`src/rtl/timer_ctrl_core.sv`:
```
// timer_ctrl_core
// Stopwatch/countdown control for the monitor display. Owns the minutes and
// seconds count registers, advances them on an external 1 Hz tick strobe,
// supports field editing, pause/resume, clear and a terminal-count alarm.
//
// Ports:
//   clk, rst_n            system clock, asynchronous active-low reset
//   tick                  one-cycle 1 Hz enable strobe
//   start, stop, clear    run control (clear > stop > start)
//   set_req, sel_next     enter edit mode / toggle edited field
//   inc, dec              edit the selected field by one (wrapping)
//   count_down            direction, latched when entering RUN
//   min_out, sec_out      current count
//   state_out             encoded state (IDLE=0 .. DONE=5)
//   running, edit_min,
//   edit_sec, alarm       registered status flags
module timer_ctrl_core #(
  parameter int MIN_W       = 7,
  parameter int SEC_W       = 6,
  parameter int MAX_MIN     = 99,
  parameter int MAX_SEC     = 59,
  parameter int ALARM_TICKS = 5
) (
  input  logic             clk,
  input  logic             rst_n,
  input  logic             tick,
  input  logic             start,
  input  logic             stop,
  input  logic             clear,
  input  logic             set_req,
  input  logic             sel_next,
  input  logic             inc,
  input  logic             dec,
  input  logic             count_down,
  output logic [MIN_W-1:0] min_out,
  output logic [SEC_W-1:0] sec_out,
  output logic [2:0]       state_out,
  output logic             running,
  output logic             edit_min,
  output logic             edit_sec,
  output logic             alarm
);

  localparam int CNT_W = (ALARM_TICKS < 1) ? 1 : $clog2(ALARM_TICKS + 1);

  localparam logic [MIN_W-1:0] MIN_MAX  = MIN_W'(MAX_MIN);
  localparam logic [MIN_W-1:0] MIN_ZERO = {MIN_W{1'b0}};
  localparam logic [MIN_W-1:0] MIN_ONE  = MIN_W'(1);
  localparam logic [SEC_W-1:0] SEC_MAX  = SEC_W'(MAX_SEC);
  localparam logic [SEC_W-1:0] SEC_ZERO = {SEC_W{1'b0}};
  localparam logic [SEC_W-1:0] SEC_ONE  = SEC_W'(1);
  localparam logic [CNT_W-1:0] CNT_INIT = CNT_W'(ALARM_TICKS);
  localparam logic [CNT_W-1:0] CNT_ZERO = {CNT_W{1'b0}};
  localparam logic [CNT_W-1:0] CNT_ONE  = CNT_W'(1);
  localparam logic             ALARM_ON = (ALARM_TICKS > 0) ? 1'b1 : 1'b0;

  typedef enum logic [2:0] {
    ST_IDLE    = 3'd0,
    ST_SET_MIN = 3'd1,
    ST_SET_SEC = 3'd2,
    ST_RUN     = 3'd3,
    ST_PAUSE   = 3'd4,
    ST_DONE    = 3'd5
  } state_t;

  typedef enum logic [2:0] {
    CMD_NONE  = 3'd0,
    CMD_STOP  = 3'd1,
    CMD_START = 3'd2,
    CMD_SET   = 3'd3,
    CMD_SEL   = 3'd4,
    CMD_INC   = 3'd5,
    CMD_DEC   = 3'd6
  } cmd_t;

  state_t           state_r, state_s;
  cmd_t             cmd_s;
  logic [MIN_W-1:0] min_r, min_s, min_inc_s, min_dec_s, min_up_s, min_dn_s;
  logic [SEC_W-1:0] sec_r, sec_s, sec_inc_s, sec_dec_s;
  logic [CNT_W-1:0] alarm_cnt_r, alarm_cnt_s;
  logic             dir_r, dir_s, alarm_r, alarm_s;
  logic             running_r, edit_min_r, edit_sec_r;
  logic             zero_s, start_ok_s, at_top_s, dn_zero_s;

  // Wrapping field arithmetic, compared against the parameter limits.
  assign min_inc_s  = (min_r >= MIN_MAX)  ? MIN_ZERO : min_r + MIN_ONE;
  assign min_dec_s  = (min_r == MIN_ZERO) ? MIN_MAX  : min_r - MIN_ONE;
  assign sec_inc_s  = (sec_r >= SEC_MAX)  ? SEC_ZERO : sec_r + SEC_ONE;
  assign sec_dec_s  = (sec_r == SEC_ZERO) ? SEC_MAX  : sec_r - SEC_ONE;
  // Run-mode carries/borrows between the fields.
  assign min_up_s   = (sec_r >= SEC_MAX)  ? min_inc_s : min_r;
  assign min_dn_s   = (sec_r == SEC_ZERO) ? min_dec_s : min_r;
  assign zero_s     = (min_r == MIN_ZERO) && (sec_r == SEC_ZERO);
  assign at_top_s   = (min_r >= MIN_MAX) && (sec_r >= SEC_MAX);
  assign dn_zero_s  = (min_dn_s == MIN_ZERO) && (sec_dec_s == SEC_ZERO);
  // A countdown from 00:00 would underflow, so such a start is refused.
  assign start_ok_s = ~(count_down & zero_s);

  // Resolve simultaneous button requests to the single highest-priority one.
  always_comb begin
    cmd_s = CMD_NONE;
    if (stop) begin
      cmd_s = CMD_STOP;
    end else if (start) begin
      cmd_s = CMD_START;
    end else if (set_req) begin
      cmd_s = CMD_SET;
    end else if (sel_next) begin
      cmd_s = CMD_SEL;
    end else if (inc) begin
      cmd_s = CMD_INC;
    end else if (dec) begin
      cmd_s = CMD_DEC;
    end else begin
      cmd_s = CMD_NONE;
    end
  end

  // Next-state and next-count logic.
  always_comb begin
    state_s     = state_r;
    min_s       = min_r;
    sec_s       = sec_r;
    dir_s       = dir_r;
    alarm_s     = alarm_r;
    alarm_cnt_s = alarm_cnt_r;
    if (clear) begin
      state_s     = ST_IDLE;
      min_s       = MIN_ZERO;
      sec_s       = SEC_ZERO;
      alarm_s     = 1'b0;
      alarm_cnt_s = CNT_ZERO;
    end else begin
      case (state_r)
        ST_IDLE, ST_PAUSE: begin
          case (cmd_s)
            CMD_START: begin
              if (start_ok_s) begin
                state_s = ST_RUN;
                dir_s   = count_down;
              end else begin
                state_s = state_r;
              end
            end
            CMD_SET: state_s = ST_SET_MIN;
            default: state_s = state_r;
          endcase
        end
        ST_SET_MIN, ST_SET_SEC: begin
          case (cmd_s)
            CMD_START: begin
              if (start_ok_s) begin
                state_s = ST_RUN;
                dir_s   = count_down;
              end else begin
                state_s = state_r;
              end
            end
            CMD_SEL: state_s = (state_r == ST_SET_MIN) ? ST_SET_SEC : ST_SET_MIN;
            CMD_INC: begin
              if (state_r == ST_SET_MIN) begin
                min_s = min_inc_s;
              end else begin
                sec_s = sec_inc_s;
              end
            end
            CMD_DEC: begin
              if (state_r == ST_SET_MIN) begin
                min_s = min_dec_s;
              end else begin
                sec_s = sec_dec_s;
              end
            end
            default: state_s = state_r;
          endcase
        end
        ST_RUN: begin
          if (cmd_s == CMD_STOP) begin
            // Pausing wins over a coincident tick: the count freezes as is.
            state_s = ST_PAUSE;
          end else if (tick) begin
            if (dir_r) begin
              if (zero_s) begin
                state_s     = ST_DONE;
                alarm_s     = ALARM_ON;
                alarm_cnt_s = CNT_INIT;
              end else begin
                min_s = min_dn_s;
                sec_s = sec_dec_s;
                if (dn_zero_s) begin
                  state_s     = ST_DONE;
                  alarm_s     = ALARM_ON;
                  alarm_cnt_s = CNT_INIT;
                end else begin
                  state_s = ST_RUN;
                end
              end
            end else begin
              // Up mode saturates: the tick past the top holds the count.
              if (at_top_s) begin
                state_s     = ST_DONE;
                alarm_s     = ALARM_ON;
                alarm_cnt_s = CNT_INIT;
              end else begin
                min_s = min_up_s;
                sec_s = sec_inc_s;
              end
            end
          end else begin
            state_s = ST_RUN;
          end
        end
        ST_DONE: begin
          if ((cmd_s == CMD_START) || (cmd_s == CMD_STOP)) begin
            state_s     = ST_IDLE;
            alarm_s     = 1'b0;
            alarm_cnt_s = CNT_ZERO;
          end else if (tick && (alarm_cnt_r != CNT_ZERO)) begin
            alarm_cnt_s = alarm_cnt_r - CNT_ONE;
            alarm_s     = (alarm_cnt_r != CNT_ONE);
          end else begin
            state_s = ST_DONE;
          end
        end
        default: state_s = ST_IDLE;
      endcase
    end
  end

  // State, count and flag registers; flags track the next state so they
  // line up with state_out.
  always_ff @(posedge clk or negedge rst_n) begin
    if (!rst_n) begin
      state_r     <= ST_IDLE;
      min_r       <= MIN_ZERO;
      sec_r       <= SEC_ZERO;
      dir_r       <= 1'b0;
      alarm_r     <= 1'b0;
      alarm_cnt_r <= CNT_ZERO;
      running_r   <= 1'b0;
      edit_min_r  <= 1'b0;
      edit_sec_r  <= 1'b0;
    end else begin
      state_r     <= state_s;
      min_r       <= min_s;
      sec_r       <= sec_s;
      dir_r       <= dir_s;
      alarm_r     <= alarm_s;
      alarm_cnt_r <= alarm_cnt_s;
      running_r   <= (state_s == ST_RUN);
      edit_min_r  <= (state_s == ST_SET_MIN);
      edit_sec_r  <= (state_s == ST_SET_SEC);
    end
  end

  assign min_out   = min_r;
  assign sec_out   = sec_r;
  assign state_out = state_r;
  assign running   = running_r;
  assign edit_min  = edit_min_r;
  assign edit_sec  = edit_sec_r;
  assign alarm     = alarm_r;

endmodule
```
`config.mk`:
```
export PLATFORM = sky130hd
export DESIGN_NAME = timer_ctrl_core
export DESIGN_NICKNAME = d
export VERILOG_FILES = /design/src/rtl/timer_ctrl_core.sv
export SDC_FILE = /design/constraint.sdc
export NUM_CORES = 1
export LEC_CHECK = 0
export BUFFER_PORTS_ARGS = -buffer_cell sky130_fd_sc_hd__buf_2
export CAP_MARGIN = 30
export CORE_ASPECT_RATIO = 1.1
export CORE_UTILIZATION = 60
export CTS_BUF_LIST = sky130_fd_sc_hd__clkbuf_8 sky130_fd_sc_hd__clkbuf_16
export DETAILED_ROUTE_END_ITERATION = 8
export HOLD_SLACK_MARGIN = 0.1
export PLACE_DENSITY = 0.87
export SETUP_SLACK_MARGIN = 0.1
export SLEW_MARGIN = 20
export SYNTH_ARGS = -nofsm -noshare
export SYNTH_HDL_FRONTEND = slang
export SYNTH_SLANG_ARGS = --single-unit
```
`constraint.sdc`:
```
create_clock -name clk -period 8.8 [get_ports clk]
set_input_delay 1.32 -clock clk [delete_from_list [all_inputs] [get_ports clk]]
set_output_delay 1.32 -clock clk [all_outputs]
set_load 0.1 [all_outputs]
```
==> results of run 1 <==
==> flip-flops by register name, summed over array words and instances, names as in the netlist <==
name	flops
alarm_cnt_r	3
edit_min	1
dir_r	1
alarm	1
state_out	3
edit_sec	1
running	1
min_out	7
sec_out	6
==> layout by cell type, fill, tap and decap left out, types with 3 or more instances in the layout <==
cell / synthesis / layout
xor2_1: 3 / 3
clkbuf_8: 0 / 3
dfrtp_1: 24 / 24
xnor2_1: 6 / 6
o21ai_0: 27 / 27
nor2_1: 27 / 27
a2111oi_0: 3 / 3
nand4_1: 5 / 5
o31ai_1: 3 / 3
a21o_1: 5 / 5
nand2b_1: 3 / 3
nor3_1: 11 / 11
or3_1: 4 / 4
mux2_2: 4 / 4
a21oi_1: 35 / 35
nor2b_1: 5 / 5
nand3_1: 13 / 13
nand2_1: 20 / 20
nand3b_1: 5 / 5
buf_2: 6 / 31
and2_1: 3 / 3
nor4_1: 3 / 3
a31oi_1: 4 / 4
inv_1: 19 / 19
ha_1: 10 / 10
and3_1: 5 / 5
==> worst register-to-register path, delay by kind of cell (launching register included) <==
kind,cells,cell delay [ns]
adder cells (fa/ha/maj),1,0.22
AO/OA/AOI/OAI,2,0.50
AND/OR/NAND/NOR,5,2.12
flip-flops,1,0.49
buffers and inverters,1,0.16
==> stage by stage <==
step | hold slack, ns | cells | utilization, % | setup slack (ns) | total power, mW
3_3_place_gp | 0.503 | 382 | 64.5 | 5.05 | 0.442
4_1_cts | 0.532 | 387 | 66.4 | 5.30 | 0.550
5_1_grt | 0.563 | 387 | 66.4 | 5.01 | 0.584
2_1_floorplan | 0.497 | 325 | - | 5.18 | 0.398
6_report | 0.530 | 387 | 66.4 | 5.23 | 0.554
3_5_place_dp | 0.519 | 383 | 64.6 | 5.21 | 0.448
==> final cells by class <==
class,count,share of cell area [%]
timing repair buffer,32,6.18
multi-input combinational,255,63.0
tap,52,2.47
inverter,20,2.85
clock inverter,1,1.14
clock buffer,3,1.57
sequential,24,22.8
==> kinds of logic (layout without fill, tap and decap cells) <==
group	Yosys count	after routing	share of synthesized area [%]
buffers and inverters	46	56	8.51
AO/OA/AOI/OAI	107	107	27.5
AND/OR/NAND/NOR	123	123	28.8
multiplexers	6	6	2.63
flip-flops	24	24	24.3
XOR/XNOR	9	9	3.19
adder cells (fa/ha/maj)	10	10	5.07
==> worst max path at each step <==
stage          slack (ns)              to  cells after the start       start
5_1_grt              5.01  alarm_cnt_r[1]                      9  sec_out[0]
2_1_floorplan        5.18  alarm_cnt_r[1]                     12  min_out[0]
4_1_cts              5.30  alarm_cnt_r[1]                      9  sec_out[0]
3_5_place_dp         5.21      min_out[0]                      9     set_req
3_3_place_gp         5.05      sec_out[0]                      9     set_req
6_report             5.23  alarm_cnt_r[1]                      9  sec_out[0]
==> power groups by stage <==
stage          Combinational (mW)  Sequential (mW)  Clock [mW]
4_1_cts                     0.290            0.160       0.101
2_1_floorplan               0.174            0.224           0
6_report                    0.292            0.161       0.100
5_1_grt                     0.314            0.164       0.105
3_3_place_gp                0.281            0.161           0
3_5_place_dp                0.287            0.162           0
==> per-layer routing <==
layer  track usage [%]  wire (um)  vias to the layer above
li1                  -          -                     1211
met1              40.8       2730                     1214
met2              49.6       3080                      122
met3              3.29        479                       15
met4              12.9        139                        0
met5                 0          0                        -
==> qor.csv, run 1 <==
stage,metric,value,unit
synth,ys_ff_latch,24,
clocking,cts_setup_buffers,0,
synth,postSynth.asyncResetShare,100,%
timing,period_share,40.6,%
floorplan,fp.dieH,69.3,um
power_and_ir_drop,p_leak,1.11,nW
outcome,status,"complete, no violations",
power_and_ir_drop,intPower,0.269,mW
synth,synth_area_leaders,"dfrtp_1 (24%), a21oi_1 (7.1%), o21ai_0 (5.5%), ha_1 (5.1%), nor2_1 (4.1%)",
power_and_ir_drop,switching_share,51.4,%
critical_path,crit_type,flop to flop,
power_and_ir_drop,ir_drop,0.143,mV
clocking,cts_sinks,24,
cells_and_area,fin_area,2630,um^2
cells_and_area,nFillCells,370,
placement,io_buffer_count,30,
critical_path,cp-start-kind,flop,
clocking,cts_buffers,3,
min_path,hp-class,flop to flop,
clocking,hold_buffers,0,
drt,vias,2562,
drt,dr.pass1.iters,5,
floorplan,coreArea,3960,um^2
global_routing,overflow,0,
drt,drc,0,
placement,placed_cell_area,2560,um^2
timing,slew_violations,0,
floorplan,rows,24,
drt,detail-route-antenna-nets,0,
critical_path,cp_slowest_stage_delay,0.69,ns
critical_path,worstPathRequired,9.00,ns
min_path,whs_path_depth,2,
floorplan,die_w,63.2,um
synth,syn-num-nets,346,
power_and_ir_drop,power.share.clock,18.1,%
timing,worst_pin_slew,0.875,ns
critical_path,cp_top_family,simple AND/OR/NAND/NOR gates,
placement,place.gp.congestion,0.922,
power_and_ir_drop,p_comb_share,52.8,%
cells_and_area,nNetsFinal,357,
synth,avgSynthCellArea,7.60,um^2
clocking,cts_tree,done,
synth,synth-main-ff-cell,dfrtp_1,
clocking,clk_pin_slew,0.09,ns
timing,max_freq,280,MHz
global_routing,grt_max_degree,25,
clocking,clockBufferDepth,2,
floorplan,dieArea,4380,um^2
cells_and_area,regArea,601,um^2
critical_path,critical_path_buf_inv_count,1,
power_and_ir_drop,pwr-share-seq,29.1,%
drt,wl_per_cell,16.6,um
timing,rsz0062_at_grt,no,
synth,synth_cell_types,68,
timing,hold_viol,0,
timing,max_slew_margin,41.4,%
drt,drt_iter0_drc,294,
cells_and_area,multi_input_area,1660,um^2
synth,ys_warn_count,0,
synth,ys_seq_area_share,24.3,%
critical_path,r2r-end,alarm_cnt_r[1],
min_path,hold_start,alarm,
timing,finalSetupViolations,0,
critical_path,end_kind,flop,
synth,synth.most_common_cell,a21oi_1,
clocking,cts.repair.resized,0,
critical_path,crit_chain,"inv_1, ha_1, or4b_1, nor2_1, a21boi_0, nand3b_1, and3b_1, or4_1, a21oi_1",
synth,synthesis.area,2470,um^2
drt,viasPerCell,6.62,
min_path,hold_end,alarm,
clocking,root_buffer,clkbuf_8,
global_routing,grt_pass1_wl,10900,um
critical_path,critical_path_arrival,3.77,ns
critical_path,reg2reg_slack,5.23,ns
synth,synth_top_area_cell,dfrtp_1,
synth,syn_inst,325,
global_routing,grt_pass1_vias,2381,
synth,synth_edf_count,0,
critical_path,critPathSlowestCell,nor2_1,
timing,period_needed,3.57,ns
job,maxCapViolations,0,
global_routing,track_usage,30.5,%
floorplan,start_util,62.3,%
timing,fin_worst_skew,0.00273,ns
power_and_ir_drop,power_density,210,nW/um^2
power_and_ir_drop,switching_power,0.284,mW
synth,synth_commonest_cells,"a21oi_1 (35), nor2_1 (27), o21ai_0 (27)",
drt,wirelength,6420,um
clocking,cts_max_level,1,
floorplan,ios,31,
critical_path,path_max_fanout,11,
cells_and_area,drive_above_1_share,14.9,%
critical_path,rr_startpoint,sec_out[0],
timing,tns,0,ns
placement,hpwl,4490,um
synth,yosysTopAreaCellShare,24.3,%
clocking,insertion_delay,0.27,ns
cells_and_area,area_growth,6.64,%
critical_path,r2r_cells,9,
cells_and_area,num_antenna_cells,0,
global_routing,antenna_found_initial,0,
Power figures use the tool's default switching activity.
==> inputs of run 2 (changes only) <==
Settings changed: CORE_UTILIZATION 60 to 59, PLACE_DENSITY 0.87 to 0.86.
Clock period 8.8 ns to 3.37 ns, I/O delays scaled along.
==> qor.csv, run 2 (same netlist as run 1, synthesis figures left out) <==
stage,metric,value,unit
outcome,status,"complete, no violations",
drt,dr.pass1.iters,5,
cells_and_area,nNetsFinal,369,
floorplan,coreArea,3990,um^2
global_routing,grt_pass1_vias,2350,
floorplan,start_util,61.8,%
floorplan,dieArea,4450,um^2
clocking,hold_buffers,0,
critical_path,rr_startpoint,sec_out[1],
global_routing,antenna_found_initial,0,
floorplan,rows,24,
critical_path,reg2reg_slack,0.26,ns
floorplan,ios,31,
timing,max_slew_margin,60.9,%
cells_and_area,drive_above_1_share,19.0,%
drt,viasPerCell,6.60,
cells_and_area,final_core_util,68.5,%
clocking,insertion_delay,0.28,ns
global_routing,overflow,0,
critical_path,path_max_fanout,10,
timing,tns,0,ns
critical_path,cp-start-kind,flop,
drt,detail-route-antenna-nets,0,
placement,place.gp.congestion,1.00,
critical_path,crit_chain,"inv_1, ha_1, nor4b_4, nand2_2, o31ai_1, a31oi_1, or4_1, and3b_1, or4_1, a21oi_1",
clocking,cts_max_level,1,
timing,period_needed,3.11,ns
floorplan,die_w,63.7,um
timing,worst_pin_slew,0.587,ns
cells_and_area,area_growth,10.7,%
critical_path,crit_type,flop to flop,
critical_path,critical_path_arrival,3.32,ns
critical_path,cp_slowest_stage_delay,0.55,ns
drt,drc,0,
cells_and_area,final_cell_mix,"a21oi_1 (35), buf_2 (30), nor2_1 (27), o21ai_0 (27)",
job,maxCapViolations,0,
min_path,hp-class,input port to asynchronous set/reset pin,
cells_and_area,num_antenna_cells,0,
timing,fin_worst_skew,0.00753,ns
timing,finalSetupViolations,0,
critical_path,r2r-end,alarm_cnt_r[1],
drt,vias,2632,
cells_and_area,layout_commonest_cell,a21oi_1,
timing,period_share,92.2,%
power_and_ir_drop,ir_drop,0.307,mV
placement,hpwl,4850,um
cells_and_area,largest_register_ffs,7,
placement,io_buffer_count,30,
critical_path,r2r_cells,10,
timing,hold_viol,0,
power_and_ir_drop,p_leak,1.16,nW
clocking,cts_sinks,24,
critical_path,cp_common_cell,or4_1,
drt,drt_iter0_drc,299,
critical_path,end_kind,flop,
clocking,cts.repair.resized,0,
clocking,clk_pin_slew,0.10,ns
critical_path,critPathSlowestCell,or4_1,
global_routing,grt_pass1_wl,11100,um
timing,max_freq,322,MHz
drt,wl_per_cell,16.9,um
timing,rsz0062_at_grt,no,
critical_path,worstPathRequired,3.58,ns
clocking,cts_buffers,3,
clocking,clockBufferDepth,2,
clocking,cts_setup_buffers,0,
floorplan,fp.dieH,69.9,um
clocking,cts_tree,done,
clocking,root_buffer,clkbuf_8,
power_and_ir_drop,power_density,545,nW/um^2
drt,wirelength,6730,um
global_routing,track_usage,31.2,%
timing,slew_violations,0,
global_routing,grt_max_degree,25,
-- run 2: power by group --
part | leakage, nW | internal [mW] | switching [mW]
clock | 0.0357 | 0.159 | 0.106
sequential | 0.316 | 0.324 | 0.0732
combinational | 0.812 | 0.251 | 0.579
-- run 2: worst max-delay path by stage --
stage | cells past startpoint | startpoint | end
detailed placement | 10 | sec_out[0] | alarm_cnt_r[1]
global placement | 10 | min_out[0] | alarm_cnt_r[1]
global route | 10 | sec_out[0] | alarm_cnt_r[1]
finish | 10 | sec_out[1] | alarm_cnt_r[1]
CTS | 10 | sec_out[1] | alarm_cnt_r[1]
floorplan | 11 | min_out[3] | alarm_cnt_r[1]
-- run 2: worst max-delay path, delay by kind of cell, from the launching register on --
kind | cells | cell delay [ns]
AND/OR/NAND/NOR | 5 | 1.69
buffers and inverters | 1 | 0.13
AO/OA/AOI/OAI | 3 | 0.52
flip-flops | 1 | 0.47
adder cells (fa/ha/maj) | 1 | 0.22
-- run 2: area by class of cell --
| class | instances | area (um^2) |
|---|---|---|
| Inverter | 20 | 75.1 |
| Clock inverter | 1 | 30.0 |
| Clock buffer | 3 | 41.3 |
| Fill cell | 343 | 1260 |
| Tap cell | 52 | 65.1 |
| Timing Repair Buffer | 44 | 255 |
| Sequential cell | 24 | 608 |
| Multi-Input combinational cell | 255 | 1660 |
-- run 2: stage by stage --
| stage | worst slack (ns) | power, mW | area (um^2) | instances | hold WS [ns] |
|---|---|---|---|---|---|
| finish | 0.264 | 1.49 | 2730 | 399 | 0.211 |
| global route | 0.118 | 1.57 | 2730 | 399 | 0.262 |
| CTS | 0.246 | 1.47 | 2720 | 397 | 0.237 |
| detailed placement | 0.262 | 1.20 | 2650 | 393 | 0.516 |
| global placement | 0.357 | 1.19 | 2650 | 393 | 0.510 |
| floorplan | 0.106 | 1.04 | 2480 | 325 | 0.210 |
-- run 2: routing by layer --
layer	vias to the layer above	track usage (%)	share of wire, %	wire (um)
met5	-	0	0	0
met4	0	13.4	2.3	156
met3	20	2.78	6.9	463
met2	143	49.4	48	3220
met1	1239	43.0	43	2890
li1	1230	-	-	-
